`config.mk`:
```
export PLATFORM = sky130hd
export DESIGN_NAME = bldc_commutator
export DESIGN_NICKNAME = d
export VERILOG_FILES = /design/src/rtl/bldc_commutator.sv
export SDC_FILE = /design/constraint.sdc
export NUM_CORES = 1
export LEC_CHECK = 0
export CAP_MARGIN = 20
export CORE_ASPECT_RATIO = 1.75
export CORE_MARGIN = 5
export CORE_UTILIZATION = 55
export DETAILED_ROUTE_END_ITERATION = 10
export DONT_BUFFER_PORTS = 1
export PLACE_DENSITY = 0.7
export SLEW_MARGIN = 10
export SYNTH_ARGS = -nofsm -noshare
export SYNTH_HDL_FRONTEND = slang
export SYNTH_SLANG_ARGS = --single-unit
```
`constraint.sdc`:
```
create_clock -name CLK -period 5.6 [get_ports CLK]
set_input_delay 1.68 -clock CLK [delete_from_list [all_inputs] [get_ports CLK]]
set_output_delay 1.68 -clock CLK [all_outputs]
set_load 0.01 [all_outputs]
```
`src/rtl/bldc_commutator.sv`:
```
// Six-step BLDC commutation: Hall sync/debounce, sector decode, dead-time FSM,
// PWM-chopped high side, stall and sequence fault detection.
module bldc_commutator #(
    parameter int unsigned DEADTIME    = 4,
    parameter int unsigned DEBOUNCE    = 3,
    parameter int unsigned STALL_LIMIT = 50000
) (
    input  logic       CLK,
    input  logic       RST,
    input  logic       PWM,
    input  logic       EN,
    input  logic       DIR,
    input  logic [2:0] HALL,
    output logic       AH,
    output logic       AL,
    output logic       BH,
    output logic       BL,
    output logic       CH,
    output logic       CL,
    output logic [2:0] SECTOR,
    output logic       STEP,
    output logic       FAULT
);

    typedef enum logic [1:0] {IDLE, DEAD, RUN, FLT} state_t;

    localparam logic [3:0]  DT = 4'(DEADTIME);
    localparam logic [3:0]  DB = 4'(DEBOUNCE);
    localparam logic [16:0] SL = 17'(STALL_LIMIT);

    state_t      state;
    logic [2:0]  hall_s1, hall_s2, cand, acc;
    logic [3:0]  dbcnt, dcnt;
    logic [15:0] stall;
    logic        dir_q;
    logic [5:0]  gates;

    logic        take, new_valid, go_valid, sec_chg, adj, jump;
    logic        active, stall_hit, fault_now, dir_chg;
    logic [2:0]  new_sec, diff, hp, lp, hi, lo;
    logic [3:0]  sum;
    logic [5:0]  drive;

    function automatic logic [3:0] decode(input logic [2:0] h);
        case (h)
            3'b101:  return {1'b1, 3'd0};
            3'b100:  return {1'b1, 3'd1};
            3'b110:  return {1'b1, 3'd2};
            3'b010:  return {1'b1, 3'd3};
            3'b011:  return {1'b1, 3'd4};
            3'b001:  return {1'b1, 3'd5};
            default: return 4'b0000;
        endcase
    endfunction

    // The debounce acceptance is consumed combinationally so SECTOR, STEP and the
    // FSM all react on the same edge the new code is accepted.
    always_comb begin
        if (hall_s2 != cand) take = (DB == 4'd1);
        else                 take = (dbcnt == DB - 4'd1);
        {new_valid, new_sec} = decode(hall_s2);
        go_valid  = take ? new_valid : (acc != 3'b000 && acc != 3'b111);
        sum       = {1'b0, new_sec} + 4'd6 - {1'b0, SECTOR};
        diff      = (sum >= 4'd6) ? 3'(sum - 4'd6) : sum[2:0];
        sec_chg   = take && new_valid && (diff != 3'd0);
        adj       = sec_chg && (diff == 3'd1 || diff == 3'd5);
        jump      = sec_chg && !adj;
        active    = (state == DEAD) || (state == RUN);
        stall_hit = ({1'b0, stall} + 17'd1) >= SL;
        fault_now = active && ((take && !new_valid) || jump || stall_hit);
        dir_chg   = (DIR != dir_q);

        hp = 3'b000;
        lp = 3'b000;
        case (SECTOR)
            3'd0: begin hp = 3'b100; lp = 3'b010; end
            3'd1: begin hp = 3'b100; lp = 3'b001; end
            3'd2: begin hp = 3'b010; lp = 3'b001; end
            3'd3: begin hp = 3'b010; lp = 3'b100; end
            3'd4: begin hp = 3'b001; lp = 3'b100; end
            3'd5: begin hp = 3'b001; lp = 3'b010; end
            default: ;
        endcase
        hi    = DIR ? lp : hp;
        lo    = DIR ? hp : lp;
        drive = {hi[2] & PWM, lo[2], hi[1] & PWM, lo[1], hi[0] & PWM, lo[0]};
    end

    always_ff @(posedge CLK) begin
        if (RST) begin
            hall_s1 <= '0;
            hall_s2 <= '0;
            cand    <= '0;
            acc     <= '0;
            dbcnt   <= '0;
            dcnt    <= '0;
            stall   <= '0;
            dir_q   <= 1'b0;
            gates   <= '0;
            SECTOR  <= '0;
            STEP    <= 1'b0;
            FAULT   <= 1'b0;
            state   <= IDLE;
        end else begin
            hall_s1 <= HALL;
            hall_s2 <= hall_s1;
            dir_q   <= DIR;

            if (hall_s2 != cand) begin
                cand  <= hall_s2;
                dbcnt <= 4'd1;
            end else if (dbcnt < DB) begin
                dbcnt <= dbcnt + 4'd1;
            end
            if (take) acc <= hall_s2;
            if (take && new_valid) SECTOR <= new_sec;
            STEP <= adj && active && !fault_now;

            if (state == IDLE || sec_chg) stall <= '0;
            else if (active && stall != '1) stall <= stall + 16'd1;

            gates <= '0;
            case (state)
                IDLE: begin
                    if (EN && go_valid) begin
                        state <= DEAD;
                        dcnt  <= '0;
                    end
                end
                DEAD: begin
                    if (fault_now) begin
                        state <= FLT;
                        FAULT <= 1'b1;
                    end else if (!EN) begin
                        state <= IDLE;
                    end else if (adj || dir_chg) begin
                        dcnt <= '0;
                    end else if (dcnt == DT - 4'd1) begin
                        state <= RUN;
                        gates <= drive;
                    end else begin
                        dcnt <= dcnt + 4'd1;
                    end
                end
                RUN: begin
                    if (fault_now) begin
                        state <= FLT;
                        FAULT <= 1'b1;
                    end else if (!EN) begin
                        state <= IDLE;
                    end else if (adj || dir_chg) begin
                        state <= DEAD;
                        dcnt  <= '0;
                    end else begin
                        gates <= drive;
                    end
                end
                default: FAULT <= 1'b1;
            endcase
        end
    end

    assign {AH, AL, BH, BL, CH, CL} = gates;

endmodule

```
# [After elaboration in Yosys (flattened, before gate mapping)]
# Index checks and enable logic that the tools add are counted.
[op_classes] n_addsub=7 order_cmp=3 eq_ne=32 mux=38 bitwise=4 n_reduce_logical=38
[op_table] op="6-bit 2-to-1 mux" count=7
[op_table] op="4-bit 2-to-1 mux" count=8
[op_table] op="4-bit one-hot mux with 6 select lines" count=1
[op_table] op="3-bit == test, second input constant" count=6
[op_table] op="3-bit one-hot mux with 3 select lines" count=2
[op_table] op="2-bit OR reduction" count=9
[op_table] op="16-bit by 1-bit adder with 17-bit output, second input constant" count=1
[op_table] op="17-bit by 16-bit >= comparator with 1-bit output, second input constant" count=1
[op_table] op="16-bit by 1-bit adder with 16-bit output, second input constant" count=1
[op_table] op="2-bit 2-to-1 mux" count=8
[op_table] op="16-bit inequality test, second input constant" count=1
[op_table] op="3-bit by 2-bit == test with 1-bit output, second input constant" count=4
[op_table] op="4-bit one-hot mux with 3 select lines" count=1
[op_table] op="6-bit one-hot mux with 2 select lines" count=1
[op_table] op="1-bit logical AND" count=11
[op_table] op="3-bit by 1-bit == test with 1-bit output, second input constant" count=3
[op_table] op="3-bit 2-to-1 mux" count=3
[op_table] op="3-bit nonzero test" count=3
[op_table] op="4-bit by 1-bit adder with 4-bit output, second input constant" count=2
[op_table] op="4-bit by 2-bit == test with 1-bit output, second input constant" count=2
[op_table] op="2-bit inequality test, second input constant" count=4
[op_table] op="4-bit by 3-bit inequality test with 1-bit output, second input constant" count=2
[op_table] op="8-bit AND reduction" count=1
[op_table] op="1-bit logical OR" count=6
[op_table] op="23 further kinds" count=34
[totals] reg_bits=50 input_bits=8 output_inout_bits=11

# [Depth between registers and ports, before layout]
# Gate-level depths: netlist of the first run.
[depth] word_depth=16 ltp_mapped=16 ltp_nobuf=15

# [Least setup slack after synthesis of the first run]
# Ideal clock, no wire load.
[synth_timing] path_kind="in2reg" from="input DIR" to="register dcnt[2]" t_arrival_ps=3180 required_ps=5479 slack_ps=2299 cell_stages=8 path_buffers=1 path_cell_list="clkbuf_1 -> xor2_1 -> a41oi_4 -> nor2b_1 -> nor2b_1 -> o211ai_4 -> a32o_1 -> mux2_2"
[synth_between] elab_chain_cells=6
[synth_rtl] element="start, declared" line="12" rtl="input logic DIR,"
[synth_rtl] element="1-bit inequality test (*)" line="71" rtl="dir_chg = (DIR != dir_q);"
[synth_rtl] element="1-bit logical OR (*)" line="136, 151"
[synth_rtl] element="4-bit 2-to-1 mux" line="136" rtl="end else if (adj || dir_chg) begin"
[synth_rtl] element="4-bit 2-to-1 mux" line="134" rtl="end else if (!EN) begin"
[synth_rtl] element="4-bit 2-to-1 mux" line="131" rtl="if (fault_now) begin"
[synth_rtl] element="4-bit one-hot mux with 3 select lines" line="123" rtl="case (state)"
[synth_rtl] element="end signal, assigned" line="142" rtl="dcnt <= dcnt + 4'd1;"
[synth_rtl] element="end, declared" line="33" rtl="logic [3:0] dbcnt, dcnt;"
# Every way passes the cells marked *; elsewhere a longest branch is shown, timed or not. The select of a mux whose other input is x is not followed.
# A chain may end at the register's enable or synchronous reset.

# [Worst setup path after layout of the first run]
[layout_timing] from="register hall_s2[1]" to="register dcnt[3]"
[layout_between] elab_chain_cells=16
[layout_rtl] element="start, declared" line="32" rtl="logic [2:0] hall_s1, hall_s2, cand, acc;"
[layout_rtl] element="start signal, assigned" line="106" rtl="hall_s2 <= hall_s1;"
[layout_rtl] element="3-bit by 1-bit == test with 1-bit output (tied with other cells)" line="45" rtl="case (h)"
[layout_rtl] element="4-bit one-hot mux with 6 select lines" line="45"
[layout_rtl] element="3-bit by 3-bit adder with 4-bit output" line="63" rtl="sum = {1'b0, new_sec} + 4'd6 - {1'b0, SECTOR};"
[layout_rtl] element="4-bit by 3-bit subtractor with 4-bit output" line="63"
[layout_rtl] element="4-bit by 3-bit >= comparator with 1-bit output or 3-bit subtractor (tied branches)" line="64" rtl="diff = (sum >= 4'd6) ? 3'(sum - 4'd6) : sum[2:0];"
[layout_rtl] element="3-bit 2-to-1 mux" line="64"
[layout_rtl] element="3-bit by 1-bit == test with 1-bit output (tied with other cells)" line="66" rtl="adj = sec_chg && (diff == 3'd1 || diff == 3'd5);"
[layout_rtl] element="1-bit logical OR or 1-bit logical AND (tied branches)" line="66, 65"
[layout_rtl] element="1-bit logical AND" line="66"
[layout_rtl] element="1-bit zero test" line="67" rtl="jump = sec_chg && !adj;"
[layout_rtl] element="1-bit logical AND" line="67"
[layout_rtl] element="1-bit logical OR (2 in a row)" line="70" rtl="fault_now = active && ((take && !new_valid) || jump || stall_hit);"
[layout_rtl] element="1-bit logical AND" line="70"
[layout_rtl] element="2-bit inequality test (no line)"
[layout_rtl] element="8-bit AND reduction (no line)"
# Several ways; a longest one is shown, not always the timed one. The select of a mux whose other input is x is not followed.

==> results.sh, run 1 <==
export IMPL_crit_path_end_kind="register"
export IMPL_rrSetupSlack_ps=2070
export IMPL_firstDrtPassIters=4
export IMPL_timing_hold_ws_ps=459
export IMPL_dieHeight_um=105
export IMPL_io_buffers=0
export IMPL_dp_hpwl_um=4390
export IMPL_start_util_pct=56.4
export IMPL_hold_viol_final=0
export IMPL_pin_count=19
export IMPL_fin_skew_ps=4.20
export IMPL_min_period_ps=3530
export IMPL_wl_met2_um=3240
export IMPL_path_max_fanout=11
export IMPL_required_ps=5830
export IMPL_max_slew_margin_pct=53.9
export IMPL_setup_viol=0
export IMPL_outcome="completed"
export IMPL_slew_viol_final=0
export IMPL_ant_nets=0
export IMPL_finalSetupTns_ps=0
export IMPL_grt_pass1_vias=2217
export IMPL_finalPower_w=0.000673
export IMPL_yosysSeqAreaShare_pct=35.7
export IMPL_power_density_nw_per_um2=231
export IMPL_cts_buffer_depth=2
export IMPL_coreArea_um2=4980
export IMPL_cts_sinks=50
export IMPL_critPathTopFamily="simple AND/OR/NAND/NOR gates"
export IMPL_postCtsSetupBuffers=0
export IMPL_cts_made_buffers=5
export IMPL_crit_type="register to register"
export IMPL_wl_met1_um=2150
export IMPL_first_iter_violations=86
export IMPL_fin_area_um2=2910
export IMPL_p_leak_nw=1.05
export IMPL_synthCells=335
export IMPL_grt_max_degree=30
export IMPL_tightestPinTransition_ps=692
export IMPL_synth_seq_cells=50
export IMPL_fillers=462
export IMPL_clkLatencyLatePin_ps=300
export IMPL_maxCapViolCount=0
export IMPL_drive_gt1_share_pct=6.67
export IMPL_grtUsageTotal_pct=18.0
export IMPL_max_stage_delay_ps=540
export IMPL_via_per_inst=5.92
export IMPL_ys_flop_type="dfxtp_1"
export IMPL_grt_pass1_wl_um=9870
export IMPL_yosysWarnings=0
export IMPL_h_tree_depth=2
export IMPL_hold_buffers=0
export IMPL_dieArea_um2=6690
export IMPL_vias=2275
export IMPL_clkTransAtPathRegs_ps=90
export IMPL_wl_per_cell_um=14.8
export IMPL_synth_cell_type_count=66
export IMPL_drcViolationCount=0
export IMPL_synth_edf_count=0
export IMPL_top_layer_used="met4"
export IMPL_die_w_um=64.0
export IMPL_cpMaxStageDelayCell="dfxtp_1"
export IMPL_fmax_mhz=283
export IMPL_avgSynthCellArea_um2=8.38
export IMPL_synth_async_reset_ratio_pct=0
export IMPL_finish_utilization_pct=58.5
export IMPL_antenna_cells=0
export IMPL_dpl_instance_area_um2=2800
export IMPL_min_path_type="register to register"
export IMPL_start_kind="register"
export IMPL_wl_met3_um=161
export IMPL_root_buffer="clkbuf_8"
export IMPL_grt_antenna_before_repair=0
export IMPL_gr_total_overflow=0
export IMPL_crit_chain="xnor2_1, nor2_1, a21oi_1, ha_1, inv_1, ha_1, fa_1, xnor2_1, mux2_2, a41oi_4, nand2_1, or4_1, mux2i_1"
export IMPL_globalplace_congestion=0.888
export IMPL_netlist_area_um2=2810
export IMPL_syn_num_nets=356
export IMPL_vdd_drop_max_mv=0.235
export IMPL_arrival_ps=3760
export IMPL_rows=34
export IMPL_worst_path_buf_inv=1
export IMPL_period_share_pct=63.0
export IMPL_cts_tree="done"
export IMPL_rsz0062_at_grt="false"
export IMPL_nNetsFinal=350
export IMPL_area_growth_pct=3.79
export IMPL_cts_resized=0
export IMPL_totalWireLength_um=5700
final timing paths:
check	startpoint	to	depth (start not counted)
worst min register to register	hall_s1[2]	hall_s2[2]	1
worst max register to register	hall_s2[1]	dcnt[3]	13
worst max-delay path	hall_s2[1]	dcnt[3]	13
worst min-delay path	hall_s1[2]	hall_s2[2]	1
cells in the mapped netlist, drive strengths merged, types with 3 or more instances:
| cell type | n | area, um2 |
|---|---|---|
| nor3 | 6 | 30.0 |
| a21oi | 19 | 95.1 |
| nand4 | 10 | 75.1 |
| dfxtp | 50 | 1000 |
| nand2 | 27 | 101 |
| nand3 | 15 | 80.1 |
| and3 | 5 | 31.3 |
| ha | 12 | 150 |
| nor4 | 3 | 25.0 |
| buf | 7 | 48.8 |
| o21ai | 6 | 30.0 |
| xor2 | 8 | 70.1 |
| mux2i | 3 | 30.0 |
| xnor2 | 14 | 130 |
| nor2b | 14 | 87.6 |
| inv | 19 | 71.3 |
| nor2 | 55 | 214 |
| or3 | 3 | 21.3 |
| a31oi | 7 | 43.8 |
| clkbuf | 6 | 22.5 |
stage by stage:
stage | setup slack [ps] | std cells
after global placement | 2200 | 376
after floorplan | 2300 | 335
after global routing | 1760 | 384
after detailed placement | 2080 | 376
final | 2070 | 384
after CTS | 2070 | 384
cell usage in the layout (no fill, tap or decap), drive strengths merged, types with 3 or more instances in the layout:
master and n:
dfxtp 50, nor2 55, a21oi 19, and3 5, nor2b 14, ha 12, mux2i 3, inv 19
or3 3, nand2 27, nor3 6, nand4 10, clkbuf 6, a31oi 7, xnor2 14, o21ai 6
xor2 8, nor4 3, nand3 15
worst register-to-register path, delay by kind of cell, from the launching register on:
kind	cells	cell delay [ps]
AND/OR/NAND/NOR	3	750
adder cells (fa/ha/maj)	3	710
flip-flops	1	540
multiplexers	2	540
XOR/XNOR	2	470
AO/OA/AOI/OAI	2	400
buffers and inverters	1	40
area by class of cell:
class / count / area, um2 / share of cell area, %
Multi-Input combinational cell: 253 / 1660 / 57.1
Clock buffer: 6 / 72.6 / 2.49
Sequential cell: 50 / 1000 / 34.3
Clock inverter: 2 / 37.5 / 1.29
Tap cell: 54 / 67.6 / 2.32
Inverter: 19 / 71.3 / 2.45
power breakdown:
part	switching, W	total, W	internal (W)
Combinational	0.0000335	0.0000564	0.0000229
Clock	0.000116	0.000250	0.000133
Sequential	0.00000599	0.000367	0.000361
sequential cells by signal (all words and copies together), names as in the netlist, 4 cells and up:
signal and count:
gates 6, dbcnt 4, dcnt 4, stall 16
routing by layer:
metal	vias to the layer above	GRT usage, %
met2	34	33.9
met4	0	8.47
met3	17	4.11
li1	1164	-
met1	1060	17.8
met5	-	0
kinds of logic after synthesis:
logic type               synth area share, %
AND/OR/NAND/NOR                         27.0
multiplexers                            1.87
flip-flops                              35.7
buffers and inverters                   5.08
AO/OA/AOI/OAI                           17.2
adder cells (fa/ha/maj)                 6.06
XOR/XNOR                                7.13
(Power assumes the default switching activity.)
==> inputs of run 2 (changes only) <==
--- a/config.mk
+++ b/config.mk
@@ -11,7 +11,7 @@
 export CORE_UTILIZATION = 55
 export DETAILED_ROUTE_END_ITERATION = 10
 export DONT_BUFFER_PORTS = 1
-export PLACE_DENSITY = 0.7
+export PLACE_DENSITY = 0.73
 export SLEW_MARGIN = 10
 export SYNTH_ARGS = -nofsm -noshare
 export SYNTH_HDL_FRONTEND = slang
==> constraint.sdc (replaced) <==
create_clock -name CLK -period 2.9 [get_ports CLK]
set_input_delay 0.87 -clock CLK [delete_from_list [all_inputs] [get_ports CLK]]
set_output_delay 0.87 -clock CLK [all_outputs]
set_load 0.01 [all_outputs]
==> run 2 against run 1 <==
Against the previous run:
- the run now ends with negative setup slack left
- flip-flop and latch count unchanged
- utilization up 5.8 points
- first-iteration DRC count increased by 42%
- critical endpoint is now dcnt[2]
==> results.sh, run 2 (synthesized netlist as in run 1, its figures left out) <==
export IMPL_globalplace_congestion=0.889
export IMPL_area_growth_pct=14.1
export IMPL_seq_power_share_pct=53.9
export IMPL_crit_path_end_kind="register"
export IMPL_failed_checks="negative setup slack"
export IMPL_wl_met1_um=2290
export IMPL_antenna_cells=0
export IMPL_crit_path_start="hall_s2[2]"
export IMPL_dieArea_um2=6690
export IMPL_gr_total_overflow=0
export IMPL_die_w_um=64.0
export IMPL_reg2reg_to="dcnt[2]"
export IMPL_power_density_nw_per_um2=407
export IMPL_power_internal_w=0.000992
export IMPL_fmax_mhz=326
export IMPL_tightestPinTransition_ps=563
export IMPL_layout_common_cells="nor2_1, dfxtp_1, nand2_1"
export IMPL_fin_area_um2=3200
export IMPL_rrSetupSlack_ps=-170
export IMPL_period_share_pct=106
export IMPL_timing_hold_ws_ps=443
export IMPL_largest_register_ffs=16
export IMPL_fin_skew_ps=3.16
export IMPL_arrival_ps=3270
export IMPL_setup_viol=12
export IMPL_grt_max_degree=30
export IMPL_rows=34
export IMPL_clkTransAtPathRegs_ps=90
export IMPL_path_max_fanout=8
export IMPL_cts_made_buffers=5
export IMPL_ant_nets=0
export IMPL_finalSetupTns_ps=-1310
export IMPL_reg_top3="stall: 16 flops, gates: 6 flops"
export IMPL_grtUsageTotal_pct=18.7
export IMPL_max_slew_margin_pct=62.2
export IMPL_pin_count=19
export IMPL_grt_pass1_wl_um=10300
export IMPL_io_buffers=0
export IMPL_ff2ff_path_depth=15
export IMPL_slew_viol_final=0
export IMPL_vdd_drop_max_mv=0.382
export IMPL_h_tree_depth=2
export IMPL_root_buffer="clkbuf_8"
export IMPL_dp_hpwl_um=4420
export IMPL_pwr_share_comb_pct=12.2
export IMPL_dieHeight_um=105
export IMPL_maxCapViolCount=0
export IMPL_nNetsFinal=373
export IMPL_finish_utilization_pct=64.4
export IMPL_fin_ws_ps=-171
export IMPL_coreArea_um2=4980
export IMPL_dpl_instance_area_um2=2990
export IMPL_wl_per_cell_um=14.9
export IMPL_wl_met2_um=3460
export IMPL_hold_viol_final=0
export IMPL_crit_type="register to register"
export IMPL_top_layer_used="met4"
export IMPL_grt_antenna_before_repair=0
export IMPL_start_kind="register"
export IMPL_totalWireLength_um=6050
export IMPL_start_util_pct=56.4
export IMPL_cts_buffer_depth=2
export IMPL_drcViolationCount=0
export IMPL_wl_met3_um=141
export IMPL_via_per_inst=5.89
export IMPL_first_iter_violations=122
export IMPL_clkLatencyLatePin_ps=300
export IMPL_cts_tree="done"
export IMPL_final_common_cell="nor2_1"
export IMPL_p_clk_share_pct=33.9
export IMPL_drive_gt1_share_pct=19.0
export IMPL_grt_pass1_vias=2369
export IMPL_swShare_pct=24.0
export IMPL_required_ps=3100
export IMPL_firstDrtPassIters=4
export IMPL_cts_sinks=50
export IMPL_rsz0062_at_grt="true"
export IMPL_cp_endpoint="dcnt[2]"
export IMPL_min_path_type="register to register"
export IMPL_vias=2399
export IMPL_p_switching_w=0.000313
export IMPL_fillers=414
export IMPL_r2r_start="hall_s2[2]"
export IMPL_whs_path_depth=1
export IMPL_p_leak_nw=1.18
export IMPL_outcome="complete, but fails checks"
export IMPL_regMostFlops="stall"
export IMPL_min_period_ps=3070
-- run 2: worst min-delay path by stage --
| stage | start | to | slack, ps |
|---|---|---|---|
| after floorplan | hall_s1[1] | hall_s2[1] | 410 |
| after global routing | hall_s1[1] | hall_s2[1] | 460 |
| after CTS | hall_s1[2] | hall_s2[2] | 450 |
| after global placement | hall_s1[2] | hall_s2[2] | 440 |
| after detailed placement | hall_s1[2] | hall_s2[2] | 440 |
| final | hall_s1[2] | hall_s2[2] | 440 |
-- run 2: power by group through the flow --
stage / sequential, W / combinational [W] / clock, W
after floorplan: 0.000719 / 0.000111 / 0
after global placement: 0.000721 / 0.000138 / 0
after detailed placement: 0.000721 / 0.000140 / 0
after CTS: 0.000704 / 0.000152 / 0.000456
after global routing: 0.000706 / 0.000176 / 0.000489
final: 0.000704 / 0.000159 / 0.000442
-- run 2: final cells by class --
class / count / area [um2] / area share, %
multi-input cells: 253 / 1770 / 55.3
flip-flops and latches: 50 / 1010 / 31.5
repair buffers: 23 / 180 / 5.63
clock buffers: 7 / 96.3 / 3.01
inverters: 19 / 71.3 / 2.23
well taps: 54 / 67.6 / 2.11
clock inverters: 1 / 8.76 / 0.273
-- run 2: worst max-delay path, stage by stage, from the launching register on --
cell and delay [ps]:
dfxtp_4 370, xnor2_2 140, nor2_1 60, a21oi_1 130, ha_2 200, inv_2 40, ha_4 150, fa_2 530
nand2b_4 130, mux2_4 150, a41oi_4 120, nor2b_4 160, nor2b_2 150, o211ai_4 120, a32o_1 260, mux2_4 250
-- run 2: what timing repair did --
| item | CTS | global route |
|---|---|---|
| buffers inserted | 4 | 1 |
| hold buffers | 0 | 0 |
| cloned | 0 | 0 |
| resized for setup | 10 | 9 |
| pin swaps | 11 | 5 |
| setup endpoints to repair | 30 | 30 |
-- run 2: metal layers --
layer	global-route usage, %	vias to the layer above
met5	0	-
met4	7.13	0
met3	3.57	16
met2	36.2	36
met1	18.7	1138
li1	-	1209
-- run 2: through the flow --
step	setup slack [ps]	total power [W]	std cells
global placement	-141	0.000859	394
detailed placement	-212	0.000861	394
CTS	-151	0.00131	406
global route	-378	0.00137	407
floorplan	-108	0.000830	335
finish	-171	0.00130	407
==> inputs of run 3 (changes only) <==
--- a/config.mk
+++ b/config.mk
@@ -6,7 +6,6 @@
 export NUM_CORES = 1
 export LEC_CHECK = 0
 export CAP_MARGIN = 20
-export CORE_ASPECT_RATIO = 1.75
 export CORE_MARGIN = 5
 export CORE_UTILIZATION = 55
 export DETAILED_ROUTE_END_ITERATION = 10
==> run 3 against run 2 <==
Against the previous run:
- the flow still finishes with violations (negative setup slack)
- routed wire length decreased by 3.3%
- register-to-register slack about the same
- combinational power increased by 4%
- global-route usage decreased by 0.15 points
- die area decreased by 0.84%
- via count increased by 0.42%
- critical path type unchanged
==> results.sh, run 3 (synthesized netlist as in run 1, its figures left out) <==
export IMPL_p_clk_share_pct=37.5
export IMPL_final_common_cell="nor2_1"
export IMPL_grt_pass1_vias=2283
export IMPL_start_util_pct=55.7
export IMPL_wl_per_cell_um=13.8
export IMPL_start_kind="register"
export IMPL_rows=26
export IMPL_finalSetupTns_ps=-1060
export IMPL_dieHeight_um=81.5
export IMPL_tightestPinTransition_ps=562
export IMPL_clkLatencyLatePin_ps=310
export IMPL_globalplace_congestion=0.829
export IMPL_hold_buffers=0
export IMPL_ant_nets=0
export IMPL_rrSetupSlack_ps=-180
export IMPL_timing_hold_ws_ps=438
export IMPL_dpl_worst_slack_ps=-225
export IMPL_totalWireLength_um=5850
export IMPL_rsz0062_at_grt="true"
export IMPL_pin_count=19
export IMPL_grt_pass1_wl_um=9890
export IMPL_power_density_nw_per_um2=425
export IMPL_crit_path_end_kind="register"
export IMPL_h_tree_depth=2
export IMPL_pwr_share_comb_pct=11.9
export IMPL_required_ps=3090
export IMPL_max_slew_margin_pct=62.2
export IMPL_antenna_cells=0
export IMPL_reg2reg_to="dcnt[2]"
export IMPL_fillers=431
export IMPL_crit_type="register to register"
export IMPL_via_per_inst=5.67
export IMPL_seq_power_share_pct=50.6
export IMPL_hold_viol_final=0
export IMPL_ff2ff_path_depth=15
export IMPL_vdd_drop_max_mv=0.254
export IMPL_grt_max_degree=30
export IMPL_root_buffer="clkbuf_8"
export IMPL_nNetsFinal=375
export IMPL_io_buffers=0
export IMPL_cts_made_buffers=5
export IMPL_grtUsageTotal_pct=18.6
export IMPL_cts_tree="done"
export IMPL_fin_skew_ps=11.7
export IMPL_cts_sinks=50
export IMPL_grt_antenna_before_repair=0
export IMPL_outcome="complete, but fails checks"
export IMPL_fmax_mhz=325
export IMPL_crit_path_start="hall_s2[2]"
export IMPL_cts_buffer_depth=2
export IMPL_p_leak_nw=1.20
export IMPL_power_internal_w=0.00106
export IMPL_whs_path_depth=1
export IMPL_regMostFlops="stall"
export IMPL_min_period_ps=3080
export IMPL_coreArea_um2=5040
export IMPL_largest_register_ffs=16
export IMPL_drive_gt1_share_pct=20.0
export IMPL_first_iter_violations=89
export IMPL_period_share_pct=106
export IMPL_r2r_start="hall_s2[2]"
export IMPL_path_max_fanout=7
export IMPL_clkTransAtPathRegs_ps=90
export IMPL_reg_top3="stall: 16 flops, gates: 6 flops"
export IMPL_vias=2409
export IMPL_min_path_type="register to register"
export IMPL_gr_total_overflow=0
export IMPL_arrival_ps=3270
export IMPL_area_growth_pct=16.6
export IMPL_slew_viol_final=0
export IMPL_swShare_pct=23.8
export IMPL_setup_viol=9
export IMPL_die_w_um=81.5
export IMPL_holdPathEnd="hall_s2[2]"
export IMPL_dieArea_um2=6630
export IMPL_maxCapViolCount=0
export IMPL_fin_ws_ps=-179
export IMPL_firstDrtPassIters=5
export IMPL_layout_common_cells="nor2_1, dfxtp_1, nand2_1"
export IMPL_p_switching_w=0.000331
export IMPL_dp_hpwl_um=4160
export IMPL_failed_checks="negative setup slack"
export IMPL_hold_path_startpoint="hall_s1[2]"
export IMPL_drcViolationCount=0
-- run 3: power groups by stage --
stage               clock network [W]  logic [W]  registers (W)
CTS                          0.000538   0.000152       0.000704
global route                 0.000565   0.000181       0.000706
detailed placement                  0   0.000140       0.000721
finish                       0.000522   0.000165       0.000704
global placement                    0   0.000138       0.000720
floorplan                           0   0.000111       0.000719
-- run 3: final cells by class --
cell class	instances	area, um2	share of cell area [%]
well taps	70	87.6	2.67
flip-flops and latches	50	1010	30.7
multi-input cells	253	1790	54.6
repair buffers	25	199	6.08
inverters	19	71.3	2.18
clock buffers	6	82.6	2.52
clock inverters	2	38.8	1.18
-- run 3: worst max path at each step --
stage,endpoint,slack [ps],cells after the start
finish,dcnt[2],-180,15
global route,state[0],-360,16
CTS,dcnt[2],-160,15
detailed placement,dcnt[2],-230,15
global placement,dcnt[2],-150,15
floorplan,dcnt[2],-110,16
-- run 3: metal layers --
layer,part of all wire (%),up-vias,track usage (%)
li1,-,1213,-
met1,45,1141,22.8
met2,49,50,32.7
met3,4.6,5,4.28
met4,1.0,0,4.56
met5,0,-,0
-- run 3: what timing repair did --
| item | CTS | global route |
|---|---|---|
| setup buffers | 3 | 3 |
| pin swaps | 9 | 7 |
| gates resized for setup | 11 | 10 |
| setup endpoints to repair | 25 | 30 |
-- run 3: metrics by stage --
step	total power, W	cell area, um2	std cells	util, %
5_1_grt	0.00145	3270	425	64.9
3_5_place_dp	0.000861	3020	412	59.9
6_report	0.00139	3270	425	64.9
4_1_cts	0.00139	3220	423	63.8
3_3_place_gp	0.000858	3020	412	59.9
2_1_floorplan	0.000830	2870	335	-
-- run 3: critical path, cell delays in order, from the launching register on --
cell and delay [ps]:
dfxtp_4 370, xnor2_2 170, nor2_2 60, a21oi_2 100
ha_2 170, inv_2 40, ha_4 140, fa_2 540
nand2b_4 130, mux2i_2 80, o211ai_1 190, o211a_1 190
o21a_4 160, o211ai_4 120, a32o_1 240, mux2_2 260
